File: config.mk
export PLATFORM = sky130hd
export DESIGN_NAME = xdma_from_remote_rx
export DESIGN_NICKNAME = d
export VERILOG_FILES = /design/src/rtl/xdma_from_remote_rx.sv
export SDC_FILE = /design/constraint.sdc
export NUM_CORES = 2
export LEC_CHECK = 0
export CORE_AREA = 3 3 682 684
export DETAILED_ROUTE_END_ITERATION = 6
export DIE_AREA = 0 0 685 687
export SLEW_MARGIN = 10
export SYNTH_ARGS = -nofsm -noshare
export SYNTH_HDL_FRONTEND = slang
export SYNTH_SLANG_ARGS = --single-unit
export TNS_END_PERCENT = 1
File: constraint.sdc
create_clock -name clk_i -period 14.98 [get_ports clk_i]
set_input_delay 2.996 -clock clk_i [delete_from_list [all_inputs] [get_ports clk_i]]
set_output_delay 2.996 -clock clk_i [all_outputs]
set_load 0.03 [all_outputs]
File: src/rtl/xdma_from_remote_rx.sv
// -----------------------------------------------------------------------------
// xdma_from_remote_rx
//
// Receive-side demultiplexer for inter-cluster XDMA traffic. Incoming 512-bit
// write beats from a remote cluster are routed by address window to one of
// four targets:
//   - Finish : single-word window, unpacked into a {dma_id, from} FIFO
//   - Grant  : single-word window, unpacked into a {dma_id, from} FIFO
//   - Cfg    : single-word window, one full-word cfg image held until popped
//   - Data   : address range, forwarded beat-by-beat through a register slice
// Beats that hit no window, and surplus beats of single-word bursts, are
// accepted, dropped, and flagged with a one-cycle decode_err_o pulse.
//
// Ports:
//   clk_i, rst_i                  clock, synchronous active-high reset
//   rx_valid_i/rx_ready_o         incoming beat handshake
//   rx_addr_i                     target address (first beat of a burst only)
//   rx_data_i, rx_last_i          beat payload and end-of-burst marker
//   grant_valid_o/grant_ready_i   grant FIFO head handshake, grant_o = head
//   finish_valid_o/finish_ready_i finish FIFO head handshake, finish_o = head
//   cfg_valid_o/cfg_ready_i       cfg register handshake, cfg_o = cfg image
//   data_valid_o/data_ready_i     data stream handshake, data_o/data_last_o
//   data_beat_cnt_o               accepted beats of the current data burst
//   decode_err_o                  one-cycle pulse per dropped beat
// -----------------------------------------------------------------------------

// Small message FIFO holding unpacked {dma_id, from} records.
// space_o already accounts for a pop in the same cycle so a full FIFO can
// accept a push while its head is being drained.
module xdma_frr_msg_fifo #(
   parameter int unsigned Depth = 2,
   parameter int unsigned Width = 56
) (
   input  logic             clk_i,
   input  logic             rst_i,
   input  logic             push_i,
   input  logic [Width-1:0] data_i,
   output logic             space_o,
   output logic             valid_o,
   input  logic             ready_i,
   output logic [Width-1:0] data_o
);
   localparam int unsigned PtrW = (Depth > 1) ? $clog2(Depth) : 1;
   localparam int unsigned CntW = $clog2(Depth + 1);
   localparam logic [PtrW-1:0] PtrLast = PtrW'(Depth - 1);
   localparam logic [CntW-1:0] CntFull = CntW'(Depth);

   logic [Width-1:0] mem_q [Depth];
   logic [PtrW-1:0]  wr_ptr_q, wr_ptr_d;
   logic [PtrW-1:0]  rd_ptr_q, rd_ptr_d;
   logic [CntW-1:0]  cnt_q, cnt_d;
   logic             pop;

   assign valid_o = (cnt_q != '0);
   assign pop     = valid_o & ready_i;
   assign space_o = (cnt_q != CntFull) | pop;
   assign data_o  = mem_q[rd_ptr_q];

   always_comb begin
      wr_ptr_d = wr_ptr_q;
      rd_ptr_d = rd_ptr_q;
      cnt_d    = cnt_q;
      if (push_i) begin
         wr_ptr_d = (wr_ptr_q == PtrLast) ? '0 : wr_ptr_q + 1'b1;
      end
      if (pop) begin
         rd_ptr_d = (rd_ptr_q == PtrLast) ? '0 : rd_ptr_q + 1'b1;
      end
      case ({push_i, pop})
         2'b10:   cnt_d = cnt_q + 1'b1;
         2'b01:   cnt_d = cnt_q - 1'b1;
         default: cnt_d = cnt_q;
      endcase
   end

   always_ff @(posedge clk_i) begin
      if (rst_i) begin
         wr_ptr_q <= '0;
         rd_ptr_q <= '0;
         cnt_q    <= '0;
      end else begin
         wr_ptr_q <= wr_ptr_d;
         rd_ptr_q <= rd_ptr_d;
         cnt_q    <= cnt_d;
      end
   end

   // One register per entry; each only loads when the write pointer selects it.
   generate
      for (genvar gi = 0; gi < Depth; gi++) begin : g_entry
         always_ff @(posedge clk_i) begin
            if (rst_i) begin
               mem_q[gi] <= '0;
            end else if (push_i && (wr_ptr_q == PtrW'(gi))) begin
               mem_q[gi] <= data_i;
            end
         end
      end
   endgenerate
endmodule

module xdma_from_remote_rx #(
   parameter logic [47:0] FinishBase   = 48'h0,
   parameter logic [47:0] GrantBase    = 48'h40,
   parameter logic [47:0] CfgBase      = 48'h80,
   parameter logic [47:0] DataStart    = 48'h1000,
   parameter logic [47:0] DataEnd      = 48'h2000,
   parameter int unsigned MsgFifoDepth = 2
) (
   input  logic         clk_i,
   input  logic         rst_i,
   input  logic         rx_valid_i,
   output logic         rx_ready_o,
   input  logic [47:0]  rx_addr_i,
   input  logic [511:0] rx_data_i,
   input  logic         rx_last_i,
   output logic         grant_valid_o,
   input  logic         grant_ready_i,
   output logic [55:0]  grant_o,
   output logic         finish_valid_o,
   input  logic         finish_ready_i,
   output logic [55:0]  finish_o,
   output logic         cfg_valid_o,
   input  logic         cfg_ready_i,
   output logic [511:0] cfg_o,
   output logic         data_valid_o,
   input  logic         data_ready_i,
   output logic [511:0] data_o,
   output logic         data_last_o,
   output logic [18:0]  data_beat_cnt_o,
   output logic         decode_err_o
);
   typedef enum logic [0:0] {
      S_IDLE,
      S_BURST
   } state_e;

   typedef enum logic [2:0] {
      T_NONE,
      T_FINISH,
      T_GRANT,
      T_CFG,
      T_DATA
   } tgt_e;

   localparam logic [18:0] CntMax = '1;

   state_e state_q, state_d;
   tgt_e   tgt_q, tgt_d;
   tgt_e   dec_tgt;
   tgt_e   cur_tgt;
   logic   first_beat;
   logic   accept;
   logic   rx_ready;

   logic   grant_push, finish_push;
   logic   grant_space, finish_space;
   logic   drop;

   logic [55:0]  msg_word;

   logic         cfg_valid_q, cfg_valid_d;
   logic [511:0] cfg_q, cfg_d;
   logic         data_valid_q, data_valid_d;
   logic [511:0] data_q, data_d;
   logic         data_last_q, data_last_d;
   logic [18:0]  beat_cnt_q, beat_cnt_d;
   logic         err_q, err_d;

   // ---------------------------------------------------------------- decode
   // Single-word windows are compared on the 64-byte line address and win
   // over the data range when they overlap.
   always_comb begin
      dec_tgt = T_NONE;
      if (rx_addr_i[47:6] == FinishBase[47:6]) begin
         dec_tgt = T_FINISH;
      end else if (rx_addr_i[47:6] == GrantBase[47:6]) begin
         dec_tgt = T_GRANT;
      end else if (rx_addr_i[47:6] == CfgBase[47:6]) begin
         dec_tgt = T_CFG;
      end else if ((rx_addr_i >= DataStart) && (rx_addr_i < DataEnd)) begin
         dec_tgt = T_DATA;
      end
   end

   assign first_beat = (state_q == S_IDLE);
   assign cur_tgt    = first_beat ? dec_tgt : tgt_q;

   // --------------------------------------------------------------- ready
   // Continuation beats of single-word targets are discarded, so they never
   // need to wait for room in the FIFO or cfg register.
   always_comb begin
      rx_ready = 1'b1;
      case (cur_tgt)
         T_FINISH: rx_ready = first_beat ? finish_space : 1'b1;
         T_GRANT:  rx_ready = first_beat ? grant_space : 1'b1;
         T_CFG:    rx_ready = first_beat ? (~cfg_valid_q | cfg_ready_i) : 1'b1;
         T_DATA:   rx_ready = ~data_valid_q | data_ready_i;
         default:  rx_ready = 1'b1;
      endcase
   end

   assign rx_ready_o = rx_ready;
   assign accept     = rx_valid_i & rx_ready;

   assign grant_push  = accept & first_beat & (cur_tgt == T_GRANT);
   assign finish_push = accept & first_beat & (cur_tgt == T_FINISH);
   assign drop        = accept & ((cur_tgt == T_NONE) |
                                  (~first_beat & (cur_tgt != T_DATA)));

   // {dma_id, from}; the reserved bits below 456 are discarded.
   assign msg_word = rx_data_i[511:456];

   // ----------------------------------------------------------------- FSM
   always_ff @(posedge clk_i) begin
      if (rst_i) begin
         state_q <= S_IDLE;
         tgt_q   <= T_NONE;
      end else begin
         state_q <= state_d;
         tgt_q   <= tgt_d;
      end
   end

   always_comb begin
      state_d = state_q;
      tgt_d   = tgt_q;
      case (state_q)
         S_IDLE: begin
            if (accept && !rx_last_i) begin
               state_d = S_BURST;
               tgt_d   = dec_tgt;
            end
         end
         S_BURST: begin
            if (accept && rx_last_i) begin
               state_d = S_IDLE;
            end
         end
         default: begin
            state_d = S_IDLE;
         end
      endcase
   end

   // ------------------------------------------------------- message FIFOs
   xdma_frr_msg_fifo #(
      .Depth (MsgFifoDepth),
      .Width (56)
   ) u_grant_fifo (
      .clk_i   (clk_i),
      .rst_i   (rst_i),
      .push_i  (grant_push),
      .data_i  (msg_word),
      .space_o (grant_space),
      .valid_o (grant_valid_o),
      .ready_i (grant_ready_i),
      .data_o  (grant_o)
   );

   xdma_frr_msg_fifo #(
      .Depth (MsgFifoDepth),
      .Width (56)
   ) u_finish_fifo (
      .clk_i   (clk_i),
      .rst_i   (rst_i),
      .push_i  (finish_push),
      .data_i  (msg_word),
      .space_o (finish_space),
      .valid_o (finish_valid_o),
      .ready_i (finish_ready_i),
      .data_o  (finish_o)
   );

   // ------------------------------------------- cfg, data slice, counters
   always_comb begin
      cfg_valid_d  = cfg_valid_q;
      cfg_d        = cfg_q;
      data_valid_d = data_valid_q;
      data_d       = data_q;
      data_last_d  = data_last_q;
      beat_cnt_d   = beat_cnt_q;
      err_d        = drop;

      // Pop first so a load in the same cycle wins.
      if (cfg_valid_q && cfg_ready_i) begin
         cfg_valid_d = 1'b0;
      end
      if (accept && first_beat && (cur_tgt == T_CFG)) begin
         cfg_valid_d = 1'b1;
         cfg_d       = rx_data_i;
      end

      if (data_valid_q && data_ready_i) begin
         data_valid_d = 1'b0;
      end
      if (accept && (cur_tgt == T_DATA)) begin
         data_valid_d = 1'b1;
         data_d       = rx_data_i;
         data_last_d  = rx_last_i;
         if (rx_last_i) begin
            beat_cnt_d = '0;
         end else if (beat_cnt_q != CntMax) begin
            beat_cnt_d = beat_cnt_q + 1'b1;
         end
      end
   end

   always_ff @(posedge clk_i) begin
      if (rst_i) begin
         cfg_valid_q  <= 1'b0;
         cfg_q        <= '0;
         data_valid_q <= 1'b0;
         data_q       <= '0;
         data_last_q  <= 1'b0;
         beat_cnt_q   <= '0;
         err_q        <= 1'b0;
      end else begin
         cfg_valid_q  <= cfg_valid_d;
         cfg_q        <= cfg_d;
         data_valid_q <= data_valid_d;
         data_q       <= data_d;
         data_last_q  <= data_last_d;
         beat_cnt_q   <= beat_cnt_d;
         err_q        <= err_d;
      end
   end

   assign cfg_valid_o     = cfg_valid_q;
   assign cfg_o           = cfg_q;
   assign data_valid_o    = data_valid_q;
   assign data_o          = data_q;
   assign data_last_o     = data_last_q;
   assign data_beat_cnt_o = beat_cnt_q;
   assign decode_err_o    = err_q;
endmodule

==> results.txt <==
- Clock tree synthesis selected as its root buffer the cell clkbuf_16.
- Syn_nets: 5912
- Post-CTS timing repair inserted 0 buffers for setup.
* Run status: complete, no violations
- First-pass GRT wire length: 455000 um
- Clock sink count: ~1300
- The layout has between 50000 and 60000 filler cells.
- Achievable frequency: roughly 100 MHz
- WL/cell: about 28 um
* Count of input and output buffers: between 1500 and 2000
- Post-detailed-routing wire length: between 300000 and 400000 um
- The number of global-route vias before repair was between 40000 and 50000.
* Area growth from synthesis to final layout: 63.5%
* Cell type contributing the most total cell area after synthesis: dfxtp_1
* Total negative setup slack: 0 ns
- STA classifies the critical path startpoint as an input port.
- The number of antenna violations at the first check in global routing came to between 200 and 300.
* Final worst path period need: 9.91 ns
* Syn avg cell area: about 8.7 um2
* Unrepaired setup endpoints after global routing: no
* Final-report hold violation count: 0
- The die is slightly below 700 um wide.
- Of the total synthesized cell area, the portion taken by XOR and XNOR cells is 0.00434.
* Fraction of the mapped netlist area in compound gates: 0.115
- about 1700 I/O pins were placed.
* Initial cell density of the core: 0.101
- Number of remaining DRC errors: 0
* Hold-fix buffers, CTS: 0
- Synth top area cells: dfxtp_1, nand2_1, edfxtp_1
- Vias post-DR: 45800
* Overall fraction of global-route tracks in use: 0.148
- Synth unique cells: 50
* H-tree lvl count: 4
- After clock tree synthesis, the clock-pin slew on the worst setup and hold paths is around 0.060 ns.
* Die footprint: approximately 470000 um2
- The mapped netlist covers roughly 46000 um2.
- Post-detailed-route count of antenna-violating nets: 0
* Height of the chip: 687 um
* Required arrival time at the worst endpoint: 11.98 ns
- Yosys warning total: 0
- Registers take between 20000 and 30000 um2.
- The clock arrives with 0.0736 ns of skew.
- Data arrives at the worst endpoint at roughly 7 ns.
* Rel. slew slack: 0.202
* Slew of the pin with the lowest slew margin: between 1 and 1.5 ns
- Count of state elements after synthesis: 1285
- The synthesized design contains ~220 enable-type register cells.
- For this run, the detailed router's first-pass iteration total came to 5.
* Area used by multi-input combinational logic: 16800 um2
- Fraction of the mapped netlist area in adder cells: 0.000809
* Clk_lat worst skew: just under 0.9 ns
* Number of nets in the layout: approximately 7500
- Static Leakage: 23.0 nW
- The initialized floorplan defines around 250 standard-cell rows.
* Post-synthesis mux area share: 0.0274
* Weighted congestion at the end of routability-driven global placement: approximately 0.95
- Sequential share of the synthesized area: 0.603
- Standard cell core area: 460000 um2
- In the synthesized netlist the async set-or-reset flop fraction comes to 0.
- Total CTS buffers: approximately 160
- Simple-gate portion of the synthesized area: 0.213
- Dominant combinational cell family by area after synthesis: simple AND/OR/NAND/NOR gates
- Endpoint kind of the worst setup timing path: output pin
- Post-route cell area: 75800 um2
- Pin count of the biggest net entering global routing: approximately 220
- The clock passes through at most 4 buffers.
- Number of pins with negative max-slew slack in the final report: 0
* Final period util: 0.661
- Setup violations remaining at the end of the flow were counted as 0.
- Of the cells placed in the final design, the portion with a size suffix greater than 1 is 0.0687.
* Vias/cell: ~3.5
* Global-route congestion overflow total: 0
* Total of cells resized after clock tree synthesis: 0
- TritonCTS built the clock tree.
- Max-Cap Viols: 0
* Violation count after the first detailed-route iteration: roughly 4000
* Placed wire-length estimate after detailed placement: 302000 um
- The path class of the tightest hold or removal check is flip-flop to flip-flop.
- Crit path max fanout: 8
- Share of the synthesized area in the top cell type: 0.458
* Predominant post-synthesis flop cell: dfxtp_1
* Worst supply voltage drop on vdd: 0.0765 mV
* Number of instances in the synthesized netlist: roughly 5300
* Total placed instance area: 70200 um2
* Type of the worst setup path: input port to output pin
* Power density over the cells: 106 nW/um2
-- worst max-delay path, cell delays in order --
cell and delay (ns):
clkdlybuf4s50_1 0.47, nor4_1 0.42, nand3_1 0.25, or4_1 0.58, a21o_1 0.22, a211o_1 0.28, a31oi_1 0.50, clkdlybuf4s50_1 1.17
-- where the power goes --
group	switching [mW]	leakage (nW)	internal [mW]
logic	0.228	9.55	0.169
clock network	1.72	2.71	2.39
registers	0.00641	10.8	3.54
-- kinds of logic after synthesis --
kind of cell / count (synthesis)
adders and majority gates: 3
AOI/OAI and AO/OA: 1052
xor gates and xnor gates: 23
and+or+nand+nor: 2467
buffers and inverters: 398
DFF: 1285
muxes: 113
-- through the flow --
stage	std cells	utilization	hold WS (ns)	setup slack (ns)	total power, mW
finish	13200	0.165	0.449	5.07	8.06
global route	13200	0.165	0.461	4.93	8.31
CTS	13200	0.165	0.449	5.16	8.20
detailed placement	12900	0.153	0.442	5.17	4.02
global placement	12900	0.153	0.438	5.15	4.02
floorplan	5341	-	0.436	6.78	3.72
-- per-layer routing --
layer / vias to the layer above / track usage / wire length [um]
li1: 20600 / - / -
met1: 21900 / 0.164 / 139000
met2: 2241 / 0.233 / 162000
met3: 856 / 0.0857 / 47300
met4: 164 / 0.0530 / 16600
met5: - / 0 / 1140
-- cell type report --
| cell class | count | share of cell area |
|---|---|---|
| well taps | 6149 | 0.101 |
| clock buffers | 233 | 0.0623 |
| diodes | 65 | 0.00214 |
| repair buffers | 1772 | 0.234 |
| multi-input cells | 3658 | 0.221 |
| clock inverters | 60 | 0.0101 |
| flip-flops and latches | 1285 | 0.369 |
| inverters | 6 | 0.000297 |
-- synthesized netlist by cell type (all sizes together), types with 4 or more instances --
cell,number
nor4,16
xnor2,19
nand2b,67
nor3,8
nand2,2069
buf,119
a21oi,1033
nand4,8
xor2,4
edfxtp,224
nor4b,4
mux2,113
nor3b,4
o21ai,4
clkbuf,273
nand3,9
dfxtp,1061
nor2,260
or2,6
inv,6
o21ba,4
-- state kept, by name, indices dropped and copies added, names as in the netlist, 2 cells and up, named ones only --
signal,cells
u_finish_fifo.cnt_q,2
u_finish_fifo.mem_q,112
cfg_o,512
u_grant_fifo.mem_q,112
data_beat_cnt_o,19
u_grant_fifo.cnt_q,2
data_o,512
tgt_q,3
-- layout by cell type, fill, tap and decap left out, drive strengths merged, types with 57 or more instances in the layout --
cell type         n
a21oi          1033
mux2            113
clkdlybuf4s50  1715
clkbuf          233
diode            65
buf              57
nor2            260
nand2          2069
dfxtp          1061
edfxtp          224
nand2b           67
-- worst paths after layout --
path            startpoint     endpoint  slack [ns]  cells after the start
max          rx_addr_i[39]   rx_ready_o        5.07                      8
min              cfg_o[79]    cfg_o[79]        0.45                      2
max reg2reg      flip-flop  data_o[120]       10.40                     11
min reg2reg      cfg_o[79]    cfg_o[79]        0.45                      2
No activity file was read; power rests on OpenSTA's default activity.
